### src/rtl/mips_isa_pkg.sv
// Shared ISA constants for the single-cycle MIPS core: opcodes, field widths and the
// descriptor kind encoding used by the instruction loader and the main control decoder.
package mips_isa_pkg;

    localparam int unsigned INSTR_W  = 32;
    localparam int unsigned OPCODE_W = 6;
    localparam int unsigned REG_W    = 5;
    localparam int unsigned SHAMT_W  = 5;
    localparam int unsigned FUNCT_W  = 6;
    localparam int unsigned IMM_W    = 16;
    localparam int unsigned TARGET_W = 26;
    localparam int unsigned KIND_W   = 3;

    localparam logic [OPCODE_W-1:0] OP_RTYPE = 6'b000000;
    localparam logic [OPCODE_W-1:0] OP_LW    = 6'b100011;
    localparam logic [OPCODE_W-1:0] OP_SW    = 6'b101011;
    localparam logic [OPCODE_W-1:0] OP_BEQ   = 6'b000100;
    localparam logic [OPCODE_W-1:0] OP_J     = 6'b000010;

    // Codes 5..7 are reserved and treated as illegal descriptors.
    typedef enum logic [KIND_W-1:0] {
        KindRtype = 3'd0,
        KindLw    = 3'd1,
        KindSw    = 3'd2,
        KindBeq   = 3'd3,
        KindJ     = 3'd4
    } instrKind_t;

    function automatic logic isLegalKind(input logic [KIND_W-1:0] kind);
        return kind <= KindJ;
    endfunction

endpackage

### src/rtl/mips_instr_pack.sv
// Combinational packer: turns a decoded instruction descriptor into a 32-bit MIPS word
// and flags whether the descriptor kind is one the core can execute.
module mips_instr_pack
    import mips_isa_pkg::*;
(
    input  logic [KIND_W-1:0]   kind,
    input  logic [REG_W-1:0]    rs,
    input  logic [REG_W-1:0]    rt,
    input  logic [REG_W-1:0]    rd,
    input  logic [SHAMT_W-1:0]  shamt,
    input  logic [FUNCT_W-1:0]  funct,
    input  logic [IMM_W-1:0]    imm,
    input  logic [TARGET_W-1:0] target,
    output logic [INSTR_W-1:0]  word,
    output logic                legal
);

    always_comb begin
        word  = '0;
        legal = isLegalKind(kind);
        case (kind)
            KindRtype: word = {OP_RTYPE, rs, rt, rd, shamt, funct};
            KindLw:    word = {OP_LW, rs, rt, imm};
            KindSw:    word = {OP_SW, rs, rt, imm};
            KindBeq:   word = {OP_BEQ, rs, rt, imm};
            KindJ:     word = {OP_J, target};
            default:   word = '0;
        endcase
    end

endmodule

### src/rtl/mips_imem_loader.sv
// Session-based instruction loader: accepts descriptors on a valid/ready stream, encodes
// them and writes the words sequentially into instruction memory starting at BASE_ADDR.
module mips_imem_loader
    import mips_isa_pkg::*;
#(
    parameter int unsigned ADDR_W    = 8,
    parameter int unsigned BASE_ADDR = 0
) (
    input  logic                clk,
    input  logic                rst,
    input  logic                start,
    input  logic                in_valid,
    output logic                in_ready,
    input  logic [KIND_W-1:0]   in_kind,
    input  logic [REG_W-1:0]    in_rs,
    input  logic [REG_W-1:0]    in_rt,
    input  logic [REG_W-1:0]    in_rd,
    input  logic [SHAMT_W-1:0]  in_shamt,
    input  logic [FUNCT_W-1:0]  in_funct,
    input  logic [IMM_W-1:0]    in_imm,
    input  logic [TARGET_W-1:0] in_target,
    input  logic                in_last,
    output logic                mem_we,
    output logic [ADDR_W-1:0]   mem_addr,
    output logic [INSTR_W-1:0]  mem_wdata,
    output logic [ADDR_W:0]     count,
    output logic                done,
    output logic                err
);

    typedef enum logic [1:0] {
        StIdle,
        StLoad,
        StDone,
        StErr
    } loaderState_t;

    localparam logic [ADDR_W-1:0] BaseAddr = ADDR_W'(BASE_ADDR);
    localparam logic [ADDR_W:0]   CountOne = (ADDR_W + 1)'(1);

    loaderState_t state, stateNext;

    logic [INSTR_W-1:0] packedWord;
    logic               packedLegal;
    logic               accept;
    logic               doWrite;
    logic [ADDR_W:0]    countQ;
    logic [ADDR_W:0]    countInc;
    logic [ADDR_W-1:0]  writeAddr;
    logic               memWeQ;
    logic [ADDR_W-1:0]  memAddrQ;
    logic [INSTR_W-1:0] memWdataQ;

    mips_instr_pack u_pack (
        .kind   (in_kind),
        .rs     (in_rs),
        .rt     (in_rt),
        .rd     (in_rd),
        .shamt  (in_shamt),
        .funct  (in_funct),
        .imm    (in_imm),
        .target (in_target),
        .word   (packedWord),
        .legal  (packedLegal)
    );

    assign accept    = in_valid && (state == StLoad);
    assign doWrite   = accept && packedLegal;
    assign countInc  = countQ + CountOne;
    // The low bits of count give the offset; wrap past the top of memory is intentional.
    assign writeAddr = BaseAddr + countQ[ADDR_W-1:0];

    always_ff @(posedge clk) begin
        if (rst) begin
            state <= StIdle;
        end else begin
            state <= stateNext;
        end
    end

    always_comb begin
        stateNext = state;
        case (state)
            StIdle, StDone, StErr: begin
                if (start) begin
                    stateNext = StLoad;
                end
            end
            StLoad: begin
                if (accept) begin
                    if (!packedLegal) begin
                        stateNext = StErr;
                    end else if (in_last) begin
                        stateNext = StDone;
                    end else if (countInc[ADDR_W]) begin
                        // Memory is full and the source still has more to send.
                        stateNext = StErr;
                    end
                end
            end
            default: stateNext = StIdle;
        endcase
    end

    always_comb begin
        in_ready = 1'b0;
        done     = 1'b0;
        err      = 1'b0;
        case (state)
            StLoad:  in_ready = 1'b1;
            StDone:  done     = 1'b1;
            StErr:   err      = 1'b1;
            default: ;
        endcase
    end

    always_ff @(posedge clk) begin
        if (rst) begin
            memWeQ    <= 1'b0;
            memAddrQ  <= '0;
            memWdataQ <= '0;
            countQ    <= '0;
        end else begin
            memWeQ <= doWrite;
            if (doWrite) begin
                memAddrQ  <= writeAddr;
                memWdataQ <= packedWord;
                countQ    <= countInc;
            end else if (start && (state != StLoad)) begin
                countQ <= '0;
            end
        end
    end

    assign mem_we    = memWeQ;
    assign mem_addr  = memAddrQ;
    assign mem_wdata = memWdataQ;
    assign count     = countQ;

endmodule

### config.mk
export PLATFORM = sky130hd
export DESIGN_NAME = mips_imem_loader
export DESIGN_NICKNAME = d
export VERILOG_FILES = /design/src/rtl/mips_isa_pkg.sv /design/src/rtl/mips_instr_pack.sv /design/src/rtl/mips_imem_loader.sv
export SDC_FILE = /design/constraint.sdc
export NUM_CORES = 1
export LEC_CHECK = 0
export ABC_CLOCK_PERIOD_IN_PS = 4400
export BUFFER_PORTS_ARGS = -buffer_cell sky130_fd_sc_hd__buf_2
export CAP_MARGIN = 0
export CELL_PAD_IN_SITES_DETAIL_PLACEMENT = 1
export CELL_PAD_IN_SITES_GLOBAL_PLACEMENT = 1
export CORE_AREA = 8 8 98 100
export DETAILED_ROUTE_END_ITERATION = 12
export DIE_AREA = 0 0 106 108
export GPL_ROUTABILITY_DRIVEN = 0
export GPL_TIMING_DRIVEN = 0
export PLACE_DENSITY = 0.82
export RECOVER_POWER = 50
export SYNTH_ARGS = -nofsm -noshare
export SYNTH_HDL_FRONTEND = slang
export SYNTH_SLANG_ARGS = --single-unit
### constraint.sdc
create_clock -name clk -period 4.4 [get_ports clk]
set_clock_uncertainty 0.2 [all_clocks]
set_input_delay 0.44 -clock clk [delete_from_list [all_inputs] [get_ports clk]]
set_output_delay 0.44 -clock clk [all_outputs]
set_load 0.005 [all_outputs]
==> impl_summary.log, run 1 <==
INFO  metric outcome = complete, no violations
INFO  metric flow.area_growth_from_synthesis = 30.2%
INFO  metric synth_fp_nets = 411
INFO  metric cp-start-kind = flip-flop
INFO  metric clk_pin_slew_worst_setup_hold_paths = 0.10 ns
INFO  metric worstHoldPathType = primary input to flip-flop
INFO  metric grt_pass1_wl = 16.4 mm
INFO  metric cts_buffer_depth = 2
INFO  metric num_vias = 3050
INFO  metric edff_count_synth = 0
INFO  metric worstMarginPinSlew = 0.667 ns
INFO  metric end_point_of_the_critical_path = in_ready
INFO  metric place.port_buffers = 125
INFO  metric static-leakage-power = 1.29 nW
INFO  metric period_minus_slack = 2.11 ns
INFO  metric first_iter_violations = 100
INFO  metric floorplan.die.height = 108 µm
INFO  metric setup_viol = 0
INFO  metric std_cell_rows = 33
INFO  metric cts_repair_resize_count = 0
INFO  metric synth.yosys.seq_area_share = 36.9%
INFO  metric timing.final.crit_share = 47.9%
INFO  metric io_pins = 129
INFO  metric initial_core_util = 33.7%
INFO  metric worstPathArrival = 1.47 ns
INFO  metric dominantRegCellSynth = sky130_fd_sc_hd__dfxtp_1
INFO  metric power_density = 285 nW/µm²
INFO  metric cts_tree = done
INFO  metric worst_r2r_endpoint = mem_wdata[18]$_SDFFE_PP0P_
INFO  metric fin_hold_ws = 0.157 ns
INFO  metric ys_top_cells_by_count = sky130_fd_sc_hd__dfxtp_1 (50), sky130_fd_sc_hd__a21oi_1 (47), sky130_fd_sc_hd__o21ai_0 (32), sky130_fd_sc_hd__clkbuf_1 (23), sky130_fd_sc_hd__nand2_1 (19)
INFO  metric timing.critical_path.to_type = primary output
INFO  metric ff_latch_count_synth = 50
INFO  metric seqCellArea = 1000 µm²
INFO  metric ys.warnings.count = 0
INFO  metric drt.antenna.violating_nets = 0
INFO  metric post_route_cells_drive_above_1_share = 26.3%
INFO  metric postCtsHoldBufs = 0
INFO  metric critical_path.max_stage_delay = 0.48 ns
INFO  metric fin_area = 3530 µm²
INFO  metric critical_path.cell_chain = nor2b_1, clkbuf_1, buf_2
INFO  metric timing.max_slew.rel_slack = 55.3%
INFO  metric worstPathMaxFanout = 9
INFO  metric rsz_0062_raised_after_global_routing = false
INFO  metric timing.setup.critical_path_class = flip-flop to primary output
INFO  metric grt-ovfl-total = 0
INFO  metric required = 3.76 ns
INFO  metric multiInputGateArea = 1530 µm²
INFO  metric synth_top_area_share = 36.9%
INFO  metric netlist_area = 2710 µm²
INFO  metric first_global_vias = 3258
INFO  metric worst-r2r-cell-count = 4
INFO  metric ctsRootBufferMaster = sky130_fd_sc_hd__clkbuf_8
INFO  metric slack_of_the_worst_reg_to_reg_path = 2.30 ns
INFO  metric synthArstFlopShare = 0%
INFO  metric netlist_instances = 334
INFO  metric yosysTopAreaCell = sky130_fd_sc_hd__dfxtp_1
INFO  metric post_synth_num_cell_types = 43
INFO  metric antenna_found_initial = 0
INFO  metric setup.worst_path.start = state[0]$_SDFFE_PP0P_
INFO  metric worst_skew_pair.late_latency = 0.32 ns
INFO  metric slew_violations = 0
INFO  metric die_width = 106 µm
INFO  metric number_of_sinks_driven_by_the_clock_tree = 50
INFO  metric post-synth-top-count-cell = sky130_fd_sc_hd__dfxtp_1
INFO  metric syn-mean-instance-area = 8.12 µm²
INFO  metric fillCellCount = 1051
INFO  metric grt_max_degree = 18
INFO  metric route.final.wire_length = 10.2 mm
INFO  metric design.die.area = 11400 µm²
INFO  metric nNetsFinal = 543
INFO  metric drc_errors = 0
INFO  metric area_of_the_core_region = 8050 µm²
INFO  metric post_cts.repair.setup_buffers = 0
INFO  metric detailedRoute.firstPassIterationCount = 4
INFO  metric clock_tree.htree_level_count = 2
INFO  metric worst_hold_path.num_cells = 2
INFO  metric placedInstanceArea = 3470 µm²
INFO  metric timing.critical_path.slowest_stage_cell = sky130_fd_sc_hd__dfxtp_1
INFO  metric drt-vias-per-instance = 5.33
INFO  metric num_antenna_cells = 0
INFO  metric global_route.usage.total = 17.3%
INFO  metric place_hpwl = 8.10 mm
INFO  metric vdd_ir_drop_max = 0.105 mV
INFO  metric r2r-start = state[0]$_SDFFE_PP0P_
INFO  metric synth.top_cells.by_area = sky130_fd_sc_hd__dfxtp_1 (37%), sky130_fd_sc_hd__a21oi_1 (8.7%), sky130_fd_sc_hd__o21ai_0 (5.9%)
INFO  metric timing.max_cap.violations = 0
INFO  metric cts-buffers-inserted = 5
INFO  metric max_freq = 475 MHz
INFO  metric setup_tns = 0 ns
INFO  metric hold_violations = 0
INFO  metric wire_per_inst = 17.8 µm
## final cells by class
| cell class | instances | share of cell area (%) |
|---|---|---|
| multi-input cells | 242 | 43.3 |
| repair buffers | 125 | 16.1 |
| clock buffers | 5 | 1.95 |
| inverters | 4 | 0.425 |
| well taps | 105 | 3.72 |
| flip-flops and latches | 50 | 28.3 |
| plain buffers | 38 | 4.75 |
| clock inverters | 3 | 1.38 |
## power by group
part,total (W),switching [W],internal [W]
logic,0.000182,0.000103,0.0000780
registers,0.000480,0.0000116,0.000469
clock network,0.000344,0.000171,0.000173
total,0.00101,0.000286,0.000720
## metal layers
layer	up-vias	GRT usage [%]	part of all wire, %
met2	96	30.7	50
met4	0	3.72	0.82
met3	9	4.34	5.6
li1	1498	-	-
met5	-	0	0
met1	1447	20.8	44
## logic make-up (layout without fill, tap and decap cells)
| family | after synthesis | count (layout) | synth area share [%] |
|---|---|---|---|
| AOI/OAI and AO/OA | 140 | 140 | 32.8 |
| and+or+nand+nor | 94 | 94 | 20.8 |
| DFF | 50 | 50 | 36.9 |
| buffers and inverters | 42 | 175 | 6.73 |
| muxes | 5 | 5 | 1.85 |
| adders and majority gates | 1 | 1 | 0.461 |
| other | 1 | 1 | 0.138 |
| xor gates and xnor gates | 1 | 1 | 0.323 |
## flip-flops by register name (all words and copies together), names as in the netlist
| name | count |
|---|---|
| count | 9 |
| mem_addr | 8 |
| mem_wdata | 30 |
| mem_we | 1 |
| state | 2 |
## worst min path at each step
stage / from / to / slack (ns)
after global placement: mem_addr[4]$_SDFFE_PP0P_ / mem_addr[4]$_SDFFE_PP0P_ / 0.26
after global routing: in_last / state[0]$_SDFFE_PP0P_ / 0.15
after detailed placement: mem_addr[1]$_SDFFE_PP0P_ / mem_addr[1]$_SDFFE_PP0P_ / 0.27
after CTS: in_last / state[0]$_SDFFE_PP0P_ / 0.14
final: in_last / state[0]$_SDFFE_PP0P_ / 0.16
after floorplan: mem_wdata[27]$_SDFFE_PP0P_ / mem_wdata[27]$_SDFFE_PP0P_ / 0.27
## stage by stage
| step | worst slack (ns) | power [W] | util [%] | cells |
|---|---|---|---|---|
| after floorplan | 2.66 | 0.000590 | - | 334 |
| after global placement | 2.24 | 0.000670 | 43.1 | 564 |
| after detailed placement | 2.24 | 0.000676 | 43.1 | 564 |
| after CTS | 2.28 | 0.00102 | 44.6 | 572 |
| after global routing | 2.15 | 0.00105 | 43.9 | 572 |
| final | 2.29 | 0.00101 | 43.9 | 572 |
## worst max-delay path, delay by kind of cell (launching register included)
kind | cells | cell delay (ns)
buffers and inverters | 2 | 0.51
AND/OR/NAND/NOR | 1 | 0.17
flip-flops | 1 | 0.48
## layout by cell type, fill, tap and decap left out, types with 4 or more instances in the layout
cell type and instances:
sky130_fd_sc_hd__or2_2 4, sky130_fd_sc_hd__mux2i_1 5, sky130_fd_sc_hd__nor2b_1 16, sky130_fd_sc_hd__or3b_2 15, sky130_fd_sc_hd__nand3_1 16, sky130_fd_sc_hd__inv_1 4, sky130_fd_sc_hd__dfxtp_1 50, sky130_fd_sc_hd__buf_2 91
sky130_fd_sc_hd__nor4_1 5, sky130_fd_sc_hd__nor2_1 6, sky130_fd_sc_hd__a21oi_1 47, sky130_fd_sc_hd__a211oi_1 13, sky130_fd_sc_hd__clkbuf_1 68, sky130_fd_sc_hd__a21o_1 16, sky130_fd_sc_hd__nand2_1 19, sky130_fd_sc_hd__clkbuf_8 5
sky130_fd_sc_hd__o21ai_0 32, sky130_fd_sc_hd__a311oi_1 18
(Power assumes the default switching activity.)
==> run 2: changes to the inputs <==
Settings changed: ABC_AREA set to 1, ABC_CLOCK_PERIOD_IN_PS 4400 to 2000, CORE_AREA 8 8 98 100 to 8 8 99 101, DIE_AREA 0 0 106 108 to 0 0 107 109, PLACE_DENSITY 0.82 to 0.76.
Clock period 4.4 ns to 2 ns, I/O delays scaled along.
==> impl_summary.log, run 2 <==
INFO  metric largest_register_ffs = 30 (unchanged)
INFO  metric worstPathArrival = 1.94 ns (+0.47 ns)
INFO  metric std_cell_rows = 34 (+3.0%)
INFO  metric yosysTopAreaCell = sky130_fd_sc_hd__dfxtp_1
INFO  metric nNetsFinal = 597 (+9.9%)
INFO  metric antenna_found_initial = 3 (+3)
INFO  metric outcome = complete, no violations
INFO  metric post-synth-top-count-cell = sky130_fd_sc_hd__nand2_1
INFO  metric post_cts.repair.setup_buffers = 0 (unchanged)
INFO  metric synthArstFlopShare = 0% (unchanged)
INFO  metric setup_viol = 0 (unchanged)
INFO  metric timing.critical_path.slowest_stage_cell = sky130_fd_sc_hd__dlygate4sd3_1
INFO  metric worst-r2r-cell-count = 7 (+3)
INFO  metric initial_core_util = 28.5% (-5.2 points)
INFO  metric cts-buffers-inserted = 5 (unchanged)
INFO  metric detailedRoute.firstPassIterationCount = 4 (unchanged)
INFO  metric ff_latch_count_synth = 50 (unchanged)
INFO  metric multiInputGateArea = 1170 µm² (-23%)
INFO  metric number_of_sinks_driven_by_the_clock_tree = 50 (unchanged)
INFO  metric die_width = 107 µm (+0.94%)
INFO  metric min-delay-start = in_target[10]
INFO  metric ys_top_cells_by_count = sky130_fd_sc_hd__nand2_1 (63), sky130_fd_sc_hd__dfxtp_1 (50), sky130_fd_sc_hd__a21oi_1 (48), sky130_fd_sc_hd__o21ai_0 (25)
INFO  metric first_global_vias = 3533 (+8.4%)
INFO  metric num_vias = 3103 (+1.7%)
INFO  metric global_route.usage.total = 20.1% (+2.8 points)
INFO  metric post_synth_num_cell_types = 29 (-33%)
INFO  metric edff_count_synth = 0 (unchanged)
INFO  metric ys.warnings.count = 0 (unchanged)
INFO  metric wire_per_inst = 18.6 µm (+4.3%)
INFO  metric static-leakage-power = 1.69 nW (+31%)
INFO  metric cp-start-kind = primary input
INFO  metric max_freq = 526 MHz
INFO  metric post-route-worst-setup-slack = 0.0982 ns (-2.20 ns)
INFO  metric slack_of_the_worst_reg_to_reg_path = 0.20 ns (-2.10 ns)
INFO  metric timing.max_slew.rel_slack = 58.8% (+3.4 points)
INFO  metric hold_violations = 0 (unchanged)
INFO  metric setup_tns = 0 ns (unchanged)
INFO  metric setup.worst_path.start = rst
INFO  metric critical_path.n_buffers_inverters = 4 (+2)
INFO  metric cts_tree = done
INFO  metric timing.setup.critical_path_class = primary input to flip-flop
INFO  metric synth_fp_nets = 394 (-4.1%)
INFO  metric rsz_0062_raised_after_global_routing = false
INFO  metric worstPathMaxFanout = 10 (+1)
INFO  metric layout_commonest_cell = sky130_fd_sc_hd__buf_2
INFO  metric seqCellArea = 1000 µm² (unchanged)
INFO  metric timing.max_cap.violations = 0 (unchanged)
INFO  metric worstMarginPinSlew = 0.618 ns (-0.0491 ns)
INFO  metric synth.top_cells.by_area = sky130_fd_sc_hd__dfxtp_1 (42%), sky130_fd_sc_hd__a21oi_1 (10%), sky130_fd_sc_hd__nand2_1 (9.9%)
INFO  metric dominantRegCellSynth = sky130_fd_sc_hd__dfxtp_1
INFO  metric post_route_cells_drive_above_1_share = 25.3% (-1.0 points)
INFO  metric worstHoldPathType = primary input to flip-flop
INFO  metric drc_errors = 0 (unchanged)
INFO  metric design.die.area = 11700 µm² (+1.9%)
INFO  metric netlist_instances = 317 (-5.1%)
INFO  metric critical_path.max_stage_delay = 0.53 ns (+0.05 ns)
INFO  metric grt-ovfl-total = 0 (unchanged)
INFO  metric netlist_area = 2380 µm² (-12%)
INFO  metric power_density = 631 nW/µm² (+120%)
INFO  metric period_minus_slack = 1.90 ns
INFO  metric cts_buffer_depth = 2 (unchanged)
INFO  metric worst_hold_path.num_cells = 3 (+1)
INFO  metric required = 2.04 ns (-1.72 ns)
INFO  metric syn-mean-instance-area = 7.52 µm² (-7.4%)
INFO  metric flow.area_growth_from_synthesis = 65.8%
INFO  metric drt-vias-per-instance = 4.90 (-8.1%)
INFO  metric grt_pass1_wl = 18.4 mm (+13%)
INFO  metric worst_r2r_endpoint = mem_wdata[19]$_SDFFE_PP0P_
INFO  metric grt_max_degree = 16 (-2)
INFO  metric area_of_the_core_region = 8380 µm² (+4.1%)
INFO  metric critical_path.cell_chain = dlygate4sd3_1, buf_2, inv_1, clkbuf_1, o21ai_0, a21oi_1
INFO  metric place_hpwl = 7.23 mm (-11%)
INFO  metric io_pins = 129 (unchanged)
INFO  metric final_cell_mix = sky130_fd_sc_hd__buf_2 (96), sky130_fd_sc_hd__dlygate4sd3_1 (69), sky130_fd_sc_hd__nand2_1 (63), sky130_fd_sc_hd__dfxtp_1 (50), sky130_fd_sc_hd__a21oi_1 (48)
INFO  metric r2r-start = state[1]$_SDFFE_PP0P_
INFO  metric vdd_ir_drop_max = 0.402 mV (+280%)
INFO  metric synth_top_area_share = 42.0% (+5.1 points)
INFO  metric timing.final.crit_share = 95.1%
INFO  metric drt.antenna.violating_nets = 0 (unchanged)
INFO  metric ctsRootBufferMaster = sky130_fd_sc_hd__clkbuf_8
INFO  metric fillCellCount = 1084 (+3.1%)
INFO  metric route.final.wire_length = 11.8 mm (+15%)
INFO  metric synth.yosys.seq_area_share = 42.0% (+5.1 points)
INFO  metric timing.critical_path.to_type = flip-flop
INFO  metric critical_path.top_delay_family = buffers and inverters
INFO  metric first_iter_violations = 88 (-12%)
INFO  metric post_placement_setup_slack = 0.145 ns (-2.09 ns)
INFO  metric clk_pin_slew_worst_setup_hold_paths = 0.10 ns (about the same)
INFO  metric floorplan.die.height = 109 µm (+0.93%)
INFO  metric endpoint_worst_hold = mem_wdata[10]$_SDFFE_PP0P_
INFO  metric clock_tree.htree_level_count = 2 (unchanged)
INFO  metric place.port_buffers = 127 (+1.6%)
INFO  metric slew_violations = 0 (unchanged)
INFO  metric worst_skew_pair.late_latency = 0.30 ns (-0.02 ns)
==> run 2: routing by layer <==
| layer | vias up | track usage (%) | share of wire, % |
|---|---|---|---|
| li1 | 1486 | - | - |
| met1 | 1466 | 20.6 | 38 |
| met2 | 116 | 37.3 | 53 |
| met3 | 35 | 5.20 | 6.2 |
| met4 | 0 | 9.95 | 3.5 |
| met5 | - | 0 | 0 |
==> run 2: cells by family (layout without fill, tap and decap cells) <==
group,count (synthesis),count (layout),synth area share [%]
and+or+nand+nor,115,115,22.2
AOI/OAI and AO/OA,108,108,26.1
DFF,50,50,42.0
buffers and inverters,42,246,9.02
adders and majority gates,1,1,0.525
other,1,5,0.157
==> run 2: timing repair <==
action	CTS	global route
hold buffers	68	1
resized for setup	0	3
hold endpoints to repair	31	1
setup endpoints to repair	0	7
==> run 2: final cells by class <==
type	instances	area share, %
tap	108	3.42
clock inverter	2	1.52
buffer	22	3.57
antenna	4	0.253
clock buffer	6	2.09
multi-input combinational	225	29.6
timing repair buffer	196	32.3
inverter	20	1.90
sequential	50	25.3
==> run 2: worst max path at each step <==
stage | to | slack [ns] | depth (start not counted)
global route | mem_addr[7]$_SDFFE_PP0P_ | 0.01 | 6
global placement | mem_wdata[28]$_SDFFE_PP0P_ | 0.25 | 6
floorplan | state[1]$_SDFFE_PP0P_ | 0.47 | 10
CTS | count[2]$_SDFFE_PP0P_ | 0.07 | 6
finish | count[2]$_SDFFE_PP0P_ | 0.1 | 6
detailed placement | state[1]$_SDFFE_PP0P_ | 0.15 | 9
==> run 2: per-stage QoR <==
step | total power (W) | hold slack (ns) | instance area, µm² | utilization (%) | instances
finish | 0.00249 | 0.0125 | 3960 | 47.2 | 633
global route | 0.00261 | 0.00740 | 3950 | 47.2 | 632
CTS | 0.00250 | 0.00554 | 3980 | 47.5 | 628
detailed placement | 0.00151 | 0.261 | 3160 | 37.7 | 552
global placement | 0.00150 | 0.253 | 3160 | 37.7 | 552
floorplan | 0.00130 | 0.0730 | 2380 | - | 317
==> run 2: power breakdown <==
group	switching [W]	total [W]	internal [W]
logic	0.000268	0.000520	0.000251
clock network	0.000360	0.000894	0.000534
registers	0.0000325	0.00108	0.00105
==> run 2: worst min-delay path, stage by stage <==
cell and delay, ns:
sky130_fd_sc_hd__buf_2 0.08, sky130_fd_sc_hd__a21oi_1 0.05, sky130_fd_sc_hd__a31oi_1 0.14
==> run 3: changes to the inputs <==
Settings changed: ABC_CLOCK_PERIOD_IN_PS 2000 to 1700, CORE_AREA 8 8 99 101 to 8 8 103 105, DIE_AREA 0 0 107 109 to 0 0 111 113, PLACE_DENSITY 0.76 to 0.73.
Clock period 2 ns to 1.7 ns, I/O delays scaled along.
==> impl_summary.log, run 3 (synthesis results as in run 2) <==
INFO  metric layout_commonest_cell = sky130_fd_sc_hd__buf_2
INFO  metric clock_tree.htree_level_count = 2 (unchanged)
INFO  metric largest_register_ffs = 30 (unchanged)
INFO  metric final_core_util = 45.2% (-2.0 points)
INFO  metric post-route-worst-setup-slack = 0.0664 ns (-0.0318 ns)
INFO  metric nNetsFinal = 605 (+1.3%)
INFO  metric post_route_cells_drive_above_1_share = 29.3% (+4.0 points)
INFO  metric wire_per_inst = 18.2 µm (-2.3%)
INFO  metric multiInputGateArea = 1200 µm² (+2.9%)
INFO  metric critical_path.cell_chain = ha_2, nand2_2, nor2_4, buf_4, nand2_1, nor2_2, a21oi_1, a211oi_1
INFO  metric max_freq = 612 MHz
INFO  metric grt-ovfl-total = 0 (unchanged)
INFO  metric drt-vias-per-instance = 4.76 (-2.9%)
INFO  metric first_global_vias = 3526 (-0.20%)
INFO  metric fin_total_pwr = 0.00275 W (+10%)
INFO  metric critical_path.max_stage_delay = 0.37 ns (-0.16 ns)
INFO  metric io_pins = 129 (unchanged)
INFO  metric fin_area = 4050 µm² (+2.5%)
INFO  metric die_width = 111 µm (+3.7%)
INFO  metric worstMarginPinSlew = 0.583 ns (-0.0349 ns)
INFO  metric required = 1.72 ns (-0.32 ns)
INFO  metric final_cell_mix = sky130_fd_sc_hd__buf_2 (99), sky130_fd_sc_hd__dlygate4sd3_1 (71), sky130_fd_sc_hd__nand2_1 (59), sky130_fd_sc_hd__a21oi_1 (48), sky130_fd_sc_hd__dfxtp_1 (45)
INFO  metric routed-wl-met3 = 749 µm (+2.3%)
INFO  metric highest_layer = met4
INFO  metric antenna_found_initial = 3 (unchanged)
INFO  metric period_minus_slack = 1.63 ns
INFO  metric violations = hold timing
INFO  metric seqCellArea = 1010 µm² (+1.1%)
INFO  metric global_route.usage.total = 17.9% (-2.2 points)
INFO  metric met2_wirelength = 6.25 mm (+0.71%)
INFO  metric slew_violations = 0 (unchanged)
INFO  metric setup_viol = 0 (unchanged)
INFO  metric std_cell_rows = 35 (+2.9%)
INFO  metric grt_pass1_wl = 18.2 mm (-1.1%)
INFO  metric number_of_sinks_driven_by_the_clock_tree = 50 (unchanged)
INFO  metric cp-start-kind = flip-flop
INFO  metric static-leakage-power = 1.74 nW (+2.6%)
INFO  metric first_iter_violations = 94 (+6.8%)
INFO  metric post_placement_setup_slack = -0.197 ns (-0.342 ns)
INFO  metric place_hpwl = 7.47 mm (+3.4%)
INFO  metric timing.critical_path.slowest_stage_cell = sky130_fd_sc_hd__dfxtp_4
INFO  metric ctsRootBufferMaster = sky130_fd_sc_hd__clkbuf_8
INFO  metric rsz_0062_raised_after_global_routing = true
INFO  metric initial_core_util = 26.6% (-1.9 points)
INFO  metric flow.area_growth_from_synthesis = 70.0%
INFO  metric fin_hold_ws = -0.0701 ns (-0.0826 ns)
INFO  metric fillCellCount = 1139 (+5.1%)
INFO  metric timing.max_cap.violations = 0 (unchanged)
INFO  metric power_density = 679 nW/µm² (+7.6%)
INFO  metric worstPathMaxFanout = 4 (-6)
INFO  metric outcome = finished, violations left
INFO  metric timing.final.crit_share = 96.1%
INFO  metric floorplan.die.height = 113 µm (+3.7%)
INFO  metric timing.setup.critical_path_class = flip-flop to flip-flop
INFO  metric worstHoldPathType = primary input to flip-flop
INFO  metric postCtsHoldBufs = 71 (+4.4%)
INFO  metric vdd_ir_drop_max = 0.302 mV (-25%)
INFO  metric placedInstanceArea = 3160 µm² (+0.12%)
INFO  metric worst_skew_pair.late_latency = 0.30 ns (about the same)
INFO  metric worstPathArrival = 1.65 ns (-0.29 ns)
INFO  metric place.port_buffers = 127 (unchanged)
INFO  metric timing.critical_path.to_type = flip-flop
INFO  metric design.die.area = 12500 µm² (+7.5%)
INFO  metric drc_errors = 0 (unchanged)
INFO  metric drt-met1-wl = 4.51 mm (+1.7%)
INFO  metric timing.max_slew.rel_slack = 61.1% (+2.3 points)
INFO  metric num_vias = 3061 (-1.4%)
INFO  metric cts_buffer_depth = 2 (unchanged)
INFO  metric route.final.wire_length = 11.7 mm (-0.78%)
INFO  metric grt_max_degree = 15 (-1)
INFO  metric cts-buffers-inserted = 5 (unchanged)
INFO  metric clk_pin_slew_worst_setup_hold_paths = 0.10 ns (about the same)
INFO  metric area_of_the_core_region = 8980 µm² (+7.1%)
INFO  metric cts_tree = done
INFO  metric detailedRoute.firstPassIterationCount = 4 (unchanged)
INFO  metric hold_violations = 3 (+3)
INFO  metric drt.antenna.violating_nets = 0 (unchanged)
==> run 3: cell count changes in the layout (fill, tap and decap cells not counted), moves of 2 or more <==
cell,before,now
sky130_fd_sc_hd__dfxtp_2,0,3
sky130_fd_sc_hd__buf_12,0,2
sky130_fd_sc_hd__nand2_1,63,59
sky130_fd_sc_hd__nand2_2,0,4
sky130_fd_sc_hd__clkbuf_1,45,41
sky130_fd_sc_hd__buf_2,96,99
sky130_fd_sc_hd__dlygate4sd3_1,69,71
sky130_fd_sc_hd__clkbuf_2,1,3
sky130_fd_sc_hd__dfxtp_1,50,45
sky130_fd_sc_hd__buf_4,1,8
sky130_fd_sc_hd__dfxtp_4,0,2
==> run 3: worst max-delay path, delay by kind of cell, from the launching register on <==
| family | cells | cell delay (ns) |
|---|---|---|
| flops | 1 | 0.37 |
| compound gates | 2 | 0.22 |
| simple gates | 4 | 0.45 |
| buf+inv | 1 | 0.13 |
| fa+ha+maj | 1 | 0.18 |
==> run 3: worst paths after layout <==
check	depth (start not counted)	slack (ns)	start	end
worst max-delay path	8	0.07	count[1]$_SDFFE_PP0P_	count[6]$_SDFFE_PP0P_
worst min register to register	2	0.29	mem_addr[2]$_SDFFE_PP0P_	mem_addr[2]$_SDFFE_PP0P_
worst min-delay path	2	-0.07	rst	mem_addr[3]$_SDFFE_PP0P_
worst max register to register	8	0.07	count[1]$_SDFFE_PP0P_	count[6]$_SDFFE_PP0P_
==> run 3: layout make-up <==
| type | count | area share, % |
|---|---|---|
| antenna | 3 | 0.185 |
| buffer | 22 | 3.95 |
| multi-input combinational | 225 | 29.7 |
| tap | 111 | 3.43 |
| clock inverter | 1 | 0.741 |
| clock buffer | 7 | 1.88 |
| inverter | 20 | 1.85 |
| sequential | 50 | 25.0 |
| timing repair buffer | 204 | 33.3 |
==> run 3: through the flow <==
stage / TNS, ns / cells
after floorplan: 0 / 317
final: 0 / 643
after global routing: -0.0779 / 643
after CTS: -0.00616 / 636
after global placement: -0.746 / 555
after detailed placement: -1.59 / 555
==> run 3: power breakdown <==
| group | switching, W | total [W] | leakage (nW) | internal, W |
|---|---|---|---|---|
| Clock | 0.000409 | 0.000851 | 0.0525 | 0.000442 |
| Sequential | 0.0000367 | 0.00127 | 0.409 | 0.00123 |
| Combinational | 0.000318 | 0.000632 | 1.28 | 0.000314 |
| Total | 0.000764 | 0.00275 | 1.74 | 0.00199 |
==> run 3: metal layers <==
metal  vias up  global-route usage, %
li1       1498                      -
met1      1443                   18.2
met2       105                   33.7
met3        15                   5.24
met4         0                   6.31
met5         -                      0
==> run 3: what timing repair did <==
item | 4_1_cts | 5_1_grt
pin swaps | 2 | 2
endpoints found under the hold margin | 32 | 3
setup endpoints to repair | 37 | 38
gates resized for setup | 9 | 17
buffers inserted | 2 | 4
